**config.mk**
```make
export PLATFORM = sky130hd
export DESIGN_NAME = axi_mem_responder_flat
export DESIGN_NICKNAME = d
export VERILOG_FILES = /design/src/rtl/axi_mem_responder_if.sv /design/src/rtl/axi_mem_responder.sv /design/src/flat_wrapper.sv
export SDC_FILE = /design/constraint.sdc
export NUM_CORES = 1
export LEC_CHECK = 0
export CORE_MARGIN = 5
export CORE_UTILIZATION = 47
export DETAILED_ROUTE_END_ITERATION = 10
export PLACE_DENSITY = 0.92
export SLEW_MARGIN = 20
export SYNTH_ARGS = -nofsm -noshare
export SYNTH_HDL_FRONTEND = slang
export SYNTH_SLANG_ARGS = --single-unit
```
**constraint.sdc**
```tcl
create_clock -name clk -period 3.6 [get_ports clk]
set_input_delay 0.72 -clock clk [delete_from_list [all_inputs] [get_ports clk]]
set_output_delay 0.72 -clock clk [all_outputs]
set_load 0.02 [all_outputs]
```
**src/rtl/axi_mem_responder_if.sv**
```systemverilog
// Bus bundle for axi_mem_responder: AXI4 slave channels plus the simple memory request port.
// slave = responder view, master = external AXI master / memory target view.
interface axi_mem_responder_if;
    logic [31:0] s_axi_awaddr;
    logic [7:0]  s_axi_awlen;
    logic [2:0]  s_axi_awsize;
    logic [1:0]  s_axi_awburst;
    logic        s_axi_awlock;
    logic [3:0]  s_axi_awcache;
    logic [2:0]  s_axi_awprot;
    logic [3:0]  s_axi_awqos;
    logic        s_axi_awvalid;
    logic        s_axi_awready;
    logic [31:0] s_axi_wdata;
    logic [3:0]  s_axi_wstrb;
    logic        s_axi_wlast;
    logic        s_axi_wvalid;
    logic        s_axi_wready;
    logic [1:0]  s_axi_bresp;
    logic        s_axi_bvalid;
    logic        s_axi_bready;
    logic [31:0] s_axi_araddr;
    logic [7:0]  s_axi_arlen;
    logic [2:0]  s_axi_arsize;
    logic [1:0]  s_axi_arburst;
    logic        s_axi_arlock;
    logic [3:0]  s_axi_arcache;
    logic [2:0]  s_axi_arprot;
    logic [3:0]  s_axi_arqos;
    logic        s_axi_arvalid;
    logic        s_axi_arready;
    logic [31:0] s_axi_rdata;
    logic [1:0]  s_axi_rresp;
    logic        s_axi_rlast;
    logic        s_axi_rvalid;
    logic        s_axi_rready;
    logic        mem_valid;
    logic        mem_instr;
    logic [31:0] mem_addr;
    logic [31:0] mem_wdata;
    logic [3:0]  mem_wstrb;
    logic [31:0] mem_rdata;
    logic        mem_ready;

    modport slave (
        input  s_axi_awaddr, s_axi_awlen, s_axi_awsize, s_axi_awburst, s_axi_awlock,
               s_axi_awcache, s_axi_awprot, s_axi_awqos, s_axi_awvalid,
               s_axi_wdata, s_axi_wstrb, s_axi_wlast, s_axi_wvalid, s_axi_bready,
               s_axi_araddr, s_axi_arlen, s_axi_arsize, s_axi_arburst, s_axi_arlock,
               s_axi_arcache, s_axi_arprot, s_axi_arqos, s_axi_arvalid, s_axi_rready,
               mem_rdata, mem_ready,
        output s_axi_awready, s_axi_wready, s_axi_bresp, s_axi_bvalid,
               s_axi_arready, s_axi_rdata, s_axi_rresp, s_axi_rlast, s_axi_rvalid,
               mem_valid, mem_instr, mem_addr, mem_wdata, mem_wstrb
    );

    modport master (
        output s_axi_awaddr, s_axi_awlen, s_axi_awsize, s_axi_awburst, s_axi_awlock,
               s_axi_awcache, s_axi_awprot, s_axi_awqos, s_axi_awvalid,
               s_axi_wdata, s_axi_wstrb, s_axi_wlast, s_axi_wvalid, s_axi_bready,
               s_axi_araddr, s_axi_arlen, s_axi_arsize, s_axi_arburst, s_axi_arlock,
               s_axi_arcache, s_axi_arprot, s_axi_arqos, s_axi_arvalid, s_axi_rready,
               mem_rdata, mem_ready,
        input  s_axi_awready, s_axi_wready, s_axi_bresp, s_axi_bvalid,
               s_axi_arready, s_axi_rdata, s_axi_rresp, s_axi_rlast, s_axi_rvalid,
               mem_valid, mem_instr, mem_addr, mem_wdata, mem_wstrb
    );
endinterface

```
**src/rtl/axi_mem_responder.sv**
```systemverilog
// AXI4 slave turning each data beat into one simple-memory request, one transaction at a time.
// Optional AXI_BURST_EN: multi-beat bursts up to MAX_LEN; otherwise any len>0 is answered SLVERR.
module axi_mem_responder #(
    parameter logic [31:0] ADDR_BASE = 32'h0,
    parameter int unsigned MAX_LEN   = 255
) (
    input  logic clk,
    input  logic rst,
    axi_mem_responder_if.slave bus
);

    typedef enum logic [2:0] {
        IDLE, RD_REQ, RD_WAIT, RD_RESP, WR_DATA, WR_WAIT, WR_RESP
    } state_t;

    localparam logic [1:0] RESP_OKAY   = 2'b00;
    localparam logic [1:0] RESP_SLVERR = 2'b10;
    localparam logic [1:0] BURST_FIXED = 2'b00;

    state_t      state;
    logic        acc_en;
    logic        wr_prio;
    logic [31:0] addr;
    logic [7:0]  len;
    logic [7:0]  beat;
    logic [2:0]  size;
    logic [1:0]  burst;
    logic        err;
    logic        wl_err;

    logic        wready_q, bvalid_q, rvalid_q, rlast_q;
    logic [1:0]  bresp_q, rresp_q;
    logic [31:0] rdata_q;
    logic        mem_valid_q, mem_instr_q;
    logic [31:0] mem_addr_q, mem_wdata_q;
    logic [3:0]  mem_wstrb_q;

    logic        last_beat, conflict, aw_hs, ar_hs, rd_err_new, wr_err_new;
    logic [31:0] next_addr;
    logic        unused_sigs;

    function automatic logic req_err(input logic [1:0] b, input logic [2:0] s, input logic [7:0] l);
        logic e;
        e = (b == 2'b11) || (b == 2'b10) || (s > 3'd2);
`ifdef AXI_BURST_EN
        e = e || (32'(l) > MAX_LEN);
`else
        e = e || (l != 8'd0);
`endif
        return e;
    endfunction

    // Readies come from a registered idle flag; the losing channel of a conflict is
    // masked combinationally so only one address handshake can happen per cycle.
    assign bus.s_axi_awready = acc_en & ~(bus.s_axi_arvalid & ~wr_prio);
    assign bus.s_axi_arready = acc_en & ~(bus.s_axi_awvalid & wr_prio);

    always_comb begin
        last_beat  = (beat == len);
        conflict   = bus.s_axi_awvalid & bus.s_axi_arvalid;
        aw_hs      = bus.s_axi_awvalid & bus.s_axi_awready;
        ar_hs      = bus.s_axi_arvalid & bus.s_axi_arready;
        rd_err_new = req_err(bus.s_axi_arburst, bus.s_axi_arsize, bus.s_axi_arlen);
        wr_err_new = req_err(bus.s_axi_awburst, bus.s_axi_awsize, bus.s_axi_awlen);
        next_addr  = (burst == BURST_FIXED) ? addr : addr + (32'd1 << size);
    end

    always_ff @(posedge clk) begin
        if (!rst) begin
            state       <= IDLE;
            acc_en      <= 1'b0;
            wr_prio     <= 1'b1;
            addr        <= '0;
            len         <= '0;
            beat        <= '0;
            size        <= '0;
            burst       <= '0;
            err         <= 1'b0;
            wl_err      <= 1'b0;
            wready_q    <= 1'b0;
            bvalid_q    <= 1'b0;
            bresp_q     <= '0;
            rvalid_q    <= 1'b0;
            rlast_q     <= 1'b0;
            rresp_q     <= '0;
            rdata_q     <= '0;
            mem_valid_q <= 1'b0;
            mem_instr_q <= 1'b0;
            mem_addr_q  <= '0;
            mem_wdata_q <= '0;
            mem_wstrb_q <= '0;
        end else begin
            mem_valid_q <= 1'b0;
            case (state)
                IDLE: begin
                    acc_en <= 1'b1;
                    if (acc_en && conflict) wr_prio <= ~wr_prio;
                    if (aw_hs) begin
                        acc_en      <= 1'b0;
                        addr        <= bus.s_axi_awaddr;
                        len         <= bus.s_axi_awlen;
                        size        <= bus.s_axi_awsize;
                        burst       <= bus.s_axi_awburst;
                        mem_instr_q <= bus.s_axi_awprot[2];
                        err         <= wr_err_new;
                        wl_err      <= 1'b0;
                        beat        <= '0;
                        wready_q    <= 1'b1;
                        state       <= WR_DATA;
                    end else if (ar_hs) begin
                        acc_en      <= 1'b0;
                        addr        <= bus.s_axi_araddr;
                        len         <= bus.s_axi_arlen;
                        size        <= bus.s_axi_arsize;
                        burst       <= bus.s_axi_arburst;
                        mem_instr_q <= bus.s_axi_arprot[2];
                        err         <= rd_err_new;
                        beat        <= '0;
                        mem_valid_q <= ~rd_err_new;
                        mem_addr_q  <= bus.s_axi_araddr - ADDR_BASE;
                        mem_wdata_q <= '0;
                        mem_wstrb_q <= '0;
                        state       <= RD_REQ;
                    end
                end
                RD_REQ: begin
                    if (err) begin
                        rvalid_q <= 1'b1;
                        rdata_q  <= '0;
                        rresp_q  <= RESP_SLVERR;
                        rlast_q  <= last_beat;
                        state    <= RD_RESP;
                    end else begin
                        state <= RD_WAIT;
                    end
                end
                RD_WAIT: begin
                    if (bus.mem_ready) begin
                        rvalid_q <= 1'b1;
                        rdata_q  <= bus.mem_rdata;
                        rresp_q  <= RESP_OKAY;
                        rlast_q  <= last_beat;
                        state    <= RD_RESP;
                    end
                end
                RD_RESP: begin
                    if (bus.s_axi_rready) begin
                        rvalid_q <= 1'b0;
                        rlast_q  <= 1'b0;
                        if (last_beat) begin
                            state <= IDLE;
                        end else begin
                            beat        <= beat + 8'd1;
                            addr        <= next_addr;
                            mem_addr_q  <= next_addr - ADDR_BASE;
                            mem_valid_q <= ~err;
                            state       <= RD_REQ;
                        end
                    end
                end
                WR_DATA: begin
                    if (bus.s_axi_wvalid && wready_q) begin
                        wready_q    <= 1'b0;
                        mem_wdata_q <= bus.s_axi_wdata;
                        mem_wstrb_q <= bus.s_axi_wstrb;
                        mem_addr_q  <= addr - ADDR_BASE;
                        mem_valid_q <= ~err;
                        if (bus.s_axi_wlast != last_beat) wl_err <= 1'b1;
                        state <= WR_WAIT;
                    end
                end
                WR_WAIT: begin
                    // mem_ready is only honoured after the request pulse has dropped.
                    if (!mem_valid_q && (err || bus.mem_ready)) begin
                        if (last_beat) begin
                            bvalid_q <= 1'b1;
                            bresp_q  <= (err || wl_err) ? RESP_SLVERR : RESP_OKAY;
                            state    <= WR_RESP;
                        end else begin
                            beat     <= beat + 8'd1;
                            addr     <= next_addr;
                            wready_q <= 1'b1;
                            state    <= WR_DATA;
                        end
                    end
                end
                WR_RESP: begin
                    if (bus.s_axi_bready) begin
                        bvalid_q <= 1'b0;
                        state    <= IDLE;
                    end
                end
                default: state <= IDLE;
            endcase
        end
    end

    assign bus.s_axi_wready = wready_q;
    assign bus.s_axi_bvalid = bvalid_q;
    assign bus.s_axi_bresp  = bresp_q;
    assign bus.s_axi_rvalid = rvalid_q;
    assign bus.s_axi_rdata  = rdata_q;
    assign bus.s_axi_rresp  = rresp_q;
    assign bus.s_axi_rlast  = rlast_q;
    assign bus.mem_valid    = mem_valid_q;
    assign bus.mem_instr    = mem_instr_q;
    assign bus.mem_addr     = mem_addr_q;
    assign bus.mem_wdata    = mem_wdata_q;
    assign bus.mem_wstrb    = mem_wstrb_q;

    assign unused_sigs = ^{bus.s_axi_awlock, bus.s_axi_awcache, bus.s_axi_awqos, bus.s_axi_awprot[1:0],
                           bus.s_axi_arlock, bus.s_axi_arcache, bus.s_axi_arqos, bus.s_axi_arprot[1:0]};

endmodule

```
**src/flat_wrapper.sv**
```systemverilog
// flat-port wrapper written by rule: the top's interface ports become plain ports
module axi_mem_responder_flat 
#(
    parameter logic [31:0] ADDR_BASE = 32'h0,
    parameter int unsigned MAX_LEN   = 255
)
  (clk, rst, bus_s_axi_awaddr, bus_s_axi_awlen, bus_s_axi_awsize, bus_s_axi_awburst, bus_s_axi_awlock, bus_s_axi_awcache, bus_s_axi_awprot, bus_s_axi_awqos, bus_s_axi_awvalid, bus_s_axi_wdata, bus_s_axi_wstrb, bus_s_axi_wlast, bus_s_axi_wvalid, bus_s_axi_bready, bus_s_axi_araddr, bus_s_axi_arlen, bus_s_axi_arsize, bus_s_axi_arburst, bus_s_axi_arlock, bus_s_axi_arcache, bus_s_axi_arprot, bus_s_axi_arqos, bus_s_axi_arvalid, bus_s_axi_rready, bus_mem_rdata, bus_mem_ready, bus_s_axi_awready, bus_s_axi_wready, bus_s_axi_bresp, bus_s_axi_bvalid, bus_s_axi_arready, bus_s_axi_rdata, bus_s_axi_rresp, bus_s_axi_rlast, bus_s_axi_rvalid, bus_mem_valid, bus_mem_instr, bus_mem_addr, bus_mem_wdata, bus_mem_wstrb);
  axi_mem_responder_if bus_i ();
  input  logic clk;
  input  logic rst;
  input wire logic [$bits(bus_i.s_axi_awaddr)-1:0] bus_s_axi_awaddr;
  input wire logic [$bits(bus_i.s_axi_awlen)-1:0] bus_s_axi_awlen;
  input wire logic [$bits(bus_i.s_axi_awsize)-1:0] bus_s_axi_awsize;
  input wire logic [$bits(bus_i.s_axi_awburst)-1:0] bus_s_axi_awburst;
  input wire logic [$bits(bus_i.s_axi_awlock)-1:0] bus_s_axi_awlock;
  input wire logic [$bits(bus_i.s_axi_awcache)-1:0] bus_s_axi_awcache;
  input wire logic [$bits(bus_i.s_axi_awprot)-1:0] bus_s_axi_awprot;
  input wire logic [$bits(bus_i.s_axi_awqos)-1:0] bus_s_axi_awqos;
  input wire logic [$bits(bus_i.s_axi_awvalid)-1:0] bus_s_axi_awvalid;
  input wire logic [$bits(bus_i.s_axi_wdata)-1:0] bus_s_axi_wdata;
  input wire logic [$bits(bus_i.s_axi_wstrb)-1:0] bus_s_axi_wstrb;
  input wire logic [$bits(bus_i.s_axi_wlast)-1:0] bus_s_axi_wlast;
  input wire logic [$bits(bus_i.s_axi_wvalid)-1:0] bus_s_axi_wvalid;
  input wire logic [$bits(bus_i.s_axi_bready)-1:0] bus_s_axi_bready;
  input wire logic [$bits(bus_i.s_axi_araddr)-1:0] bus_s_axi_araddr;
  input wire logic [$bits(bus_i.s_axi_arlen)-1:0] bus_s_axi_arlen;
  input wire logic [$bits(bus_i.s_axi_arsize)-1:0] bus_s_axi_arsize;
  input wire logic [$bits(bus_i.s_axi_arburst)-1:0] bus_s_axi_arburst;
  input wire logic [$bits(bus_i.s_axi_arlock)-1:0] bus_s_axi_arlock;
  input wire logic [$bits(bus_i.s_axi_arcache)-1:0] bus_s_axi_arcache;
  input wire logic [$bits(bus_i.s_axi_arprot)-1:0] bus_s_axi_arprot;
  input wire logic [$bits(bus_i.s_axi_arqos)-1:0] bus_s_axi_arqos;
  input wire logic [$bits(bus_i.s_axi_arvalid)-1:0] bus_s_axi_arvalid;
  input wire logic [$bits(bus_i.s_axi_rready)-1:0] bus_s_axi_rready;
  input wire logic [$bits(bus_i.mem_rdata)-1:0] bus_mem_rdata;
  input wire logic [$bits(bus_i.mem_ready)-1:0] bus_mem_ready;
  output wire logic [$bits(bus_i.s_axi_awready)-1:0] bus_s_axi_awready;
  output wire logic [$bits(bus_i.s_axi_wready)-1:0] bus_s_axi_wready;
  output wire logic [$bits(bus_i.s_axi_bresp)-1:0] bus_s_axi_bresp;
  output wire logic [$bits(bus_i.s_axi_bvalid)-1:0] bus_s_axi_bvalid;
  output wire logic [$bits(bus_i.s_axi_arready)-1:0] bus_s_axi_arready;
  output wire logic [$bits(bus_i.s_axi_rdata)-1:0] bus_s_axi_rdata;
  output wire logic [$bits(bus_i.s_axi_rresp)-1:0] bus_s_axi_rresp;
  output wire logic [$bits(bus_i.s_axi_rlast)-1:0] bus_s_axi_rlast;
  output wire logic [$bits(bus_i.s_axi_rvalid)-1:0] bus_s_axi_rvalid;
  output wire logic [$bits(bus_i.mem_valid)-1:0] bus_mem_valid;
  output wire logic [$bits(bus_i.mem_instr)-1:0] bus_mem_instr;
  output wire logic [$bits(bus_i.mem_addr)-1:0] bus_mem_addr;
  output wire logic [$bits(bus_i.mem_wdata)-1:0] bus_mem_wdata;
  output wire logic [$bits(bus_i.mem_wstrb)-1:0] bus_mem_wstrb;
  assign bus_i.s_axi_awaddr = bus_s_axi_awaddr;
  assign bus_i.s_axi_awlen = bus_s_axi_awlen;
  assign bus_i.s_axi_awsize = bus_s_axi_awsize;
  assign bus_i.s_axi_awburst = bus_s_axi_awburst;
  assign bus_i.s_axi_awlock = bus_s_axi_awlock;
  assign bus_i.s_axi_awcache = bus_s_axi_awcache;
  assign bus_i.s_axi_awprot = bus_s_axi_awprot;
  assign bus_i.s_axi_awqos = bus_s_axi_awqos;
  assign bus_i.s_axi_awvalid = bus_s_axi_awvalid;
  assign bus_i.s_axi_wdata = bus_s_axi_wdata;
  assign bus_i.s_axi_wstrb = bus_s_axi_wstrb;
  assign bus_i.s_axi_wlast = bus_s_axi_wlast;
  assign bus_i.s_axi_wvalid = bus_s_axi_wvalid;
  assign bus_i.s_axi_bready = bus_s_axi_bready;
  assign bus_i.s_axi_araddr = bus_s_axi_araddr;
  assign bus_i.s_axi_arlen = bus_s_axi_arlen;
  assign bus_i.s_axi_arsize = bus_s_axi_arsize;
  assign bus_i.s_axi_arburst = bus_s_axi_arburst;
  assign bus_i.s_axi_arlock = bus_s_axi_arlock;
  assign bus_i.s_axi_arcache = bus_s_axi_arcache;
  assign bus_i.s_axi_arprot = bus_s_axi_arprot;
  assign bus_i.s_axi_arqos = bus_s_axi_arqos;
  assign bus_i.s_axi_arvalid = bus_s_axi_arvalid;
  assign bus_i.s_axi_rready = bus_s_axi_rready;
  assign bus_i.mem_rdata = bus_mem_rdata;
  assign bus_i.mem_ready = bus_mem_ready;
  assign bus_s_axi_awready = bus_i.s_axi_awready;
  assign bus_s_axi_wready = bus_i.s_axi_wready;
  assign bus_s_axi_bresp = bus_i.s_axi_bresp;
  assign bus_s_axi_bvalid = bus_i.s_axi_bvalid;
  assign bus_s_axi_arready = bus_i.s_axi_arready;
  assign bus_s_axi_rdata = bus_i.s_axi_rdata;
  assign bus_s_axi_rresp = bus_i.s_axi_rresp;
  assign bus_s_axi_rlast = bus_i.s_axi_rlast;
  assign bus_s_axi_rvalid = bus_i.s_axi_rvalid;
  assign bus_mem_valid = bus_i.mem_valid;
  assign bus_mem_instr = bus_i.mem_instr;
  assign bus_mem_addr = bus_i.mem_addr;
  assign bus_mem_wdata = bus_i.mem_wdata;
  assign bus_mem_wstrb = bus_i.mem_wstrb;
  axi_mem_responder #(.ADDR_BASE(ADDR_BASE), .MAX_LEN(MAX_LEN)) u_core (.clk(clk), .rst(rst), .bus(bus_i));
endmodule
```
==> reports/qor.txt <==
fraction of registers with async set or reset after synthesis: 0%
Tightest Pin Transition: 1.09 ns
core area: 18800 um^2
Mapped Cells: 1162
final count of negative-setup-slack endpoints: 0
Worst setup EP type: flip-flop
dominant synthesized flop cell: dfxtp_1
leading cell type in the layout, fill and taps excluded: clkdlybuf4s50_1
Site Rows: 50
worst-path cell with the longest stage delay: a2111oi_4
Initial Util: 47.9%
type of the tightest min-delay check: reg -> reg
total negative slack for setup checks: 0 ns
Area Growth Syn to Fin: 38.7%
Worst Hold Launch: u_core.bus.s_axi_rvalid
clock-pin slew of the registers on the worst-case setup and hold paths: 0.07 ns
Slew Viols, Final: 0
Die Width: 149 um
Resized Gates After CTS: 0
fmax: 0.314 GHz
Clock Root Buffer: clkbuf_16
Global Route met2 Usage: 46.9%
number of enable-type register cells in the synthesized netlist: 0
final wirelength: 32.4 mm
number of different library cells in the post-synthesis netlist: 78
grt met1 use: 33.5%
via count of the first global-routing pass: 9899
worst path arrival time: 3.53 ns
share of post-route cells with drive strength above 1: 6.25%
combinational family with the most area after synthesis: compound AO/OA/AOI/OAI gates
xor/xnor cell area share of the yosys netlist: 2.23%
static leakage: 4.45 nW
leading cell types by total area after synthesis: dfxtp_1 (37%), a22oi_1 (6.2%), nand2_1 (5.6%)
die area: 22100 um^2
number of buffers created by CTS: 17
global-route wire length before repair: 51.2 mm
startpoint of the worst-slack reg-to-reg timing path: u_core.size[0]
die height: 149 um
antenna violations before repair: 2
# DRC: 0
share of the yosys chip area belonging to registers: 37.3%
Top Ports: 303
Power Total: 7.40 mW
simple-gate share of the synthesized area: 22.2%
area share of the largest cell type after synthesis: 37.3%
grt met3 use: 10.4%
count of cells along the worst hold path: 2
worst-path fanout max: 9
minimum period implied by the final worst setup slack: 3.18 ns
number of filler instances in the final layout: 1530
number of port buffers: 278
number of nets in the final layout: 1580
DR WL/cell: 19.6 um
Sinks on Clock Net: 168
register bit count reported by yosys: 168
netlist area before placement: 9030 um^2
final instance area: 12500 um^2
largest net degree at the start of global routing: 103
Clock Skews: 0.0134 ns
most frequent cells in the layout: clkdlybuf4s50_1 (278), dfxtp_1 (168), nand2_1 (135), nor2_1 (132), a21oi_1 (90)
count of maximum capacitance violations: 0
hold violation total from the final report: 0
routability congestion estimate from global placement: 0.959
DR vias/cell: 6.19
unrepaired setup endpoints after global routing: no
cts-stage hold buffer count: 0
post-synthesis share of cell area spent on full adders, half adders and majority gates: 1.47%
synthesized area per cell: 7.77 um^2
post-detailed-route count of antenna-violating nets: 0
via count: 10200
power per cell area: 591 nW/um^2
Pre-antenna DRT Iters: 6
cell type contributing the most total cell area after synthesis: dfxtp_1
hpwl dp: 22.6 mm
clock insertion delay at the later pin of the skew report: 0.44 ns
kind of launch point of the worst setup path: flip-flop
placed standard-cell area: 11900 um^2
Register-to-Register Setup Slack: 0.42 ns
most congested layer reported by global routing: met2
Slew Limit Headroom: 27.5%
CTS H-tree lvls: 4
Hold Slack: 0.474 ns
setup bufs post-CTS: 0
Congestion Overflow GR: 0
Hold EP: u_core.bus.s_axi_rvalid
share of the synthesized area in compound gates (AO/OA/AOI/OAI): 30.4%
number of buffers between clock root and the deepest sink: 2
worst reg2reg path depth: 8
startpoint-to-endpoint class of the critical path: reg -> reg
Critical Path, Cell by Cell: nor3b_1, fa_1, a21o_1, a22oi_1, a2111oi_4, nand2_2, or4_1, a31oi_1
Synth warnings: 0
violation count after the first detailed-routing iteration: 1128
result of the run: finished, final reports clean
GRT Resource Usage Total: 28.2%
fraction of synthesized area in multiplexers: 0.901%
Worst IR Drop VDD: 0.000408 V
clock tree from TritonCTS: done
Data required, critical path: 3.95 ns
worst reg2reg endpoint: u_core.addr[28]
largest stage delay on the critical path: 0.59 ns
post-route clock period utilization: 88.3%
kinds of logic after synthesis:
family          count (synthesis)
simple gates                  426
compound gates                404
flops                         168
buf+inv                       122
xor+xnor                       23
fa+ha+maj                      10
mux                             8
other cells                     1
where the power goes:
group	switching, mW	internal [mW]	leakage [nW]	total, mW
clock network	0.885	0.931	0.284	1.82
registers	0.392	2.18	1.36	2.57
logic	1.81	1.21	2.80	3.02
total	3.09	4.32	4.45	7.40
metal layers:
metal,up-vias,wire [um]
li1,4712,-
met1,4781,12100
met2,650,15300
met3,92,4030
met4,0,968
met5,-,0
cells in the mapped netlist, drive strengths merged, types with 18 or more instances:
library cell,n
clkbuf,85
nor3,22
a22oi,74
o21ai,75
xnor2,18
nor2,136
nand2,136
a31oi,24
buf,22
nand3,33
a21oi,90
dfxtp,168
per-stage QoR:
stage                     cells  worst slack, ns  util, %
final                      1654            0.420     66.5
after global routing       1654            0.264     66.5
after CTS                  1652            0.494     66.5
after detailed placement   1620            0.476     63.4
after global placement     1620            0.521     63.4
after floorplan            1163            0.921        -
flip-flops by register name, summed over array words and instances, names as in the netlist, 2 cells and up:
register                count
u_core.bus.mem_addr        32
u_core.burst                2
u_core.len                  8
u_core.bus.s_axi_rdata     32
u_core.bus.mem_wstrb        4
u_core.beat                 8
u_core.addr                32
u_core.size                 3
u_core.bus.mem_wdata       32
u_core.state                3
worst max-delay path by stage:
stage | from | to | slack [ns] | cells past startpoint
after floorplan | u_core.size[0] | u_core.addr[28] | 0.92 | 9
after global placement | bus_mem_ready | u_core.addr[28] | 0.52 | 7
after detailed placement | bus_mem_ready | u_core.addr[28] | 0.48 | 7
after CTS | u_core.size[0] | u_core.addr[28] | 0.49 | 8
after global routing | u_core.size[0] | u_core.addr[28] | 0.26 | 8
final | u_core.size[0] | u_core.addr[28] | 0.42 | 8
area by class of cell:
cell class / instances / area, um^2 / share of cell area (%)
clock buffer: 18 / 429 / 3.43
timing repair buffer: 304 / 3000 / 24.0
sequential: 168 / 3360 / 26.9
clock inverter: 14 / 140 / 1.12
multi-input combinational: 873 / 5200 / 41.5
antenna: 2 / 5.00 / 0.0400
inverter: 15 / 57.6 / 0.460
tap: 260 / 325 / 2.60
critical path, delay by kind of cell, from the launching register on:
family	cells	cell delay [ns]
AND/OR/NAND/NOR	3	1.17
flip-flops	1	0.53
adder cells (fa/ha/maj)	1	0.29
AO/OA/AOI/OAI	4	1.11
No activity file was read; power rests on OpenSTA's default activity.
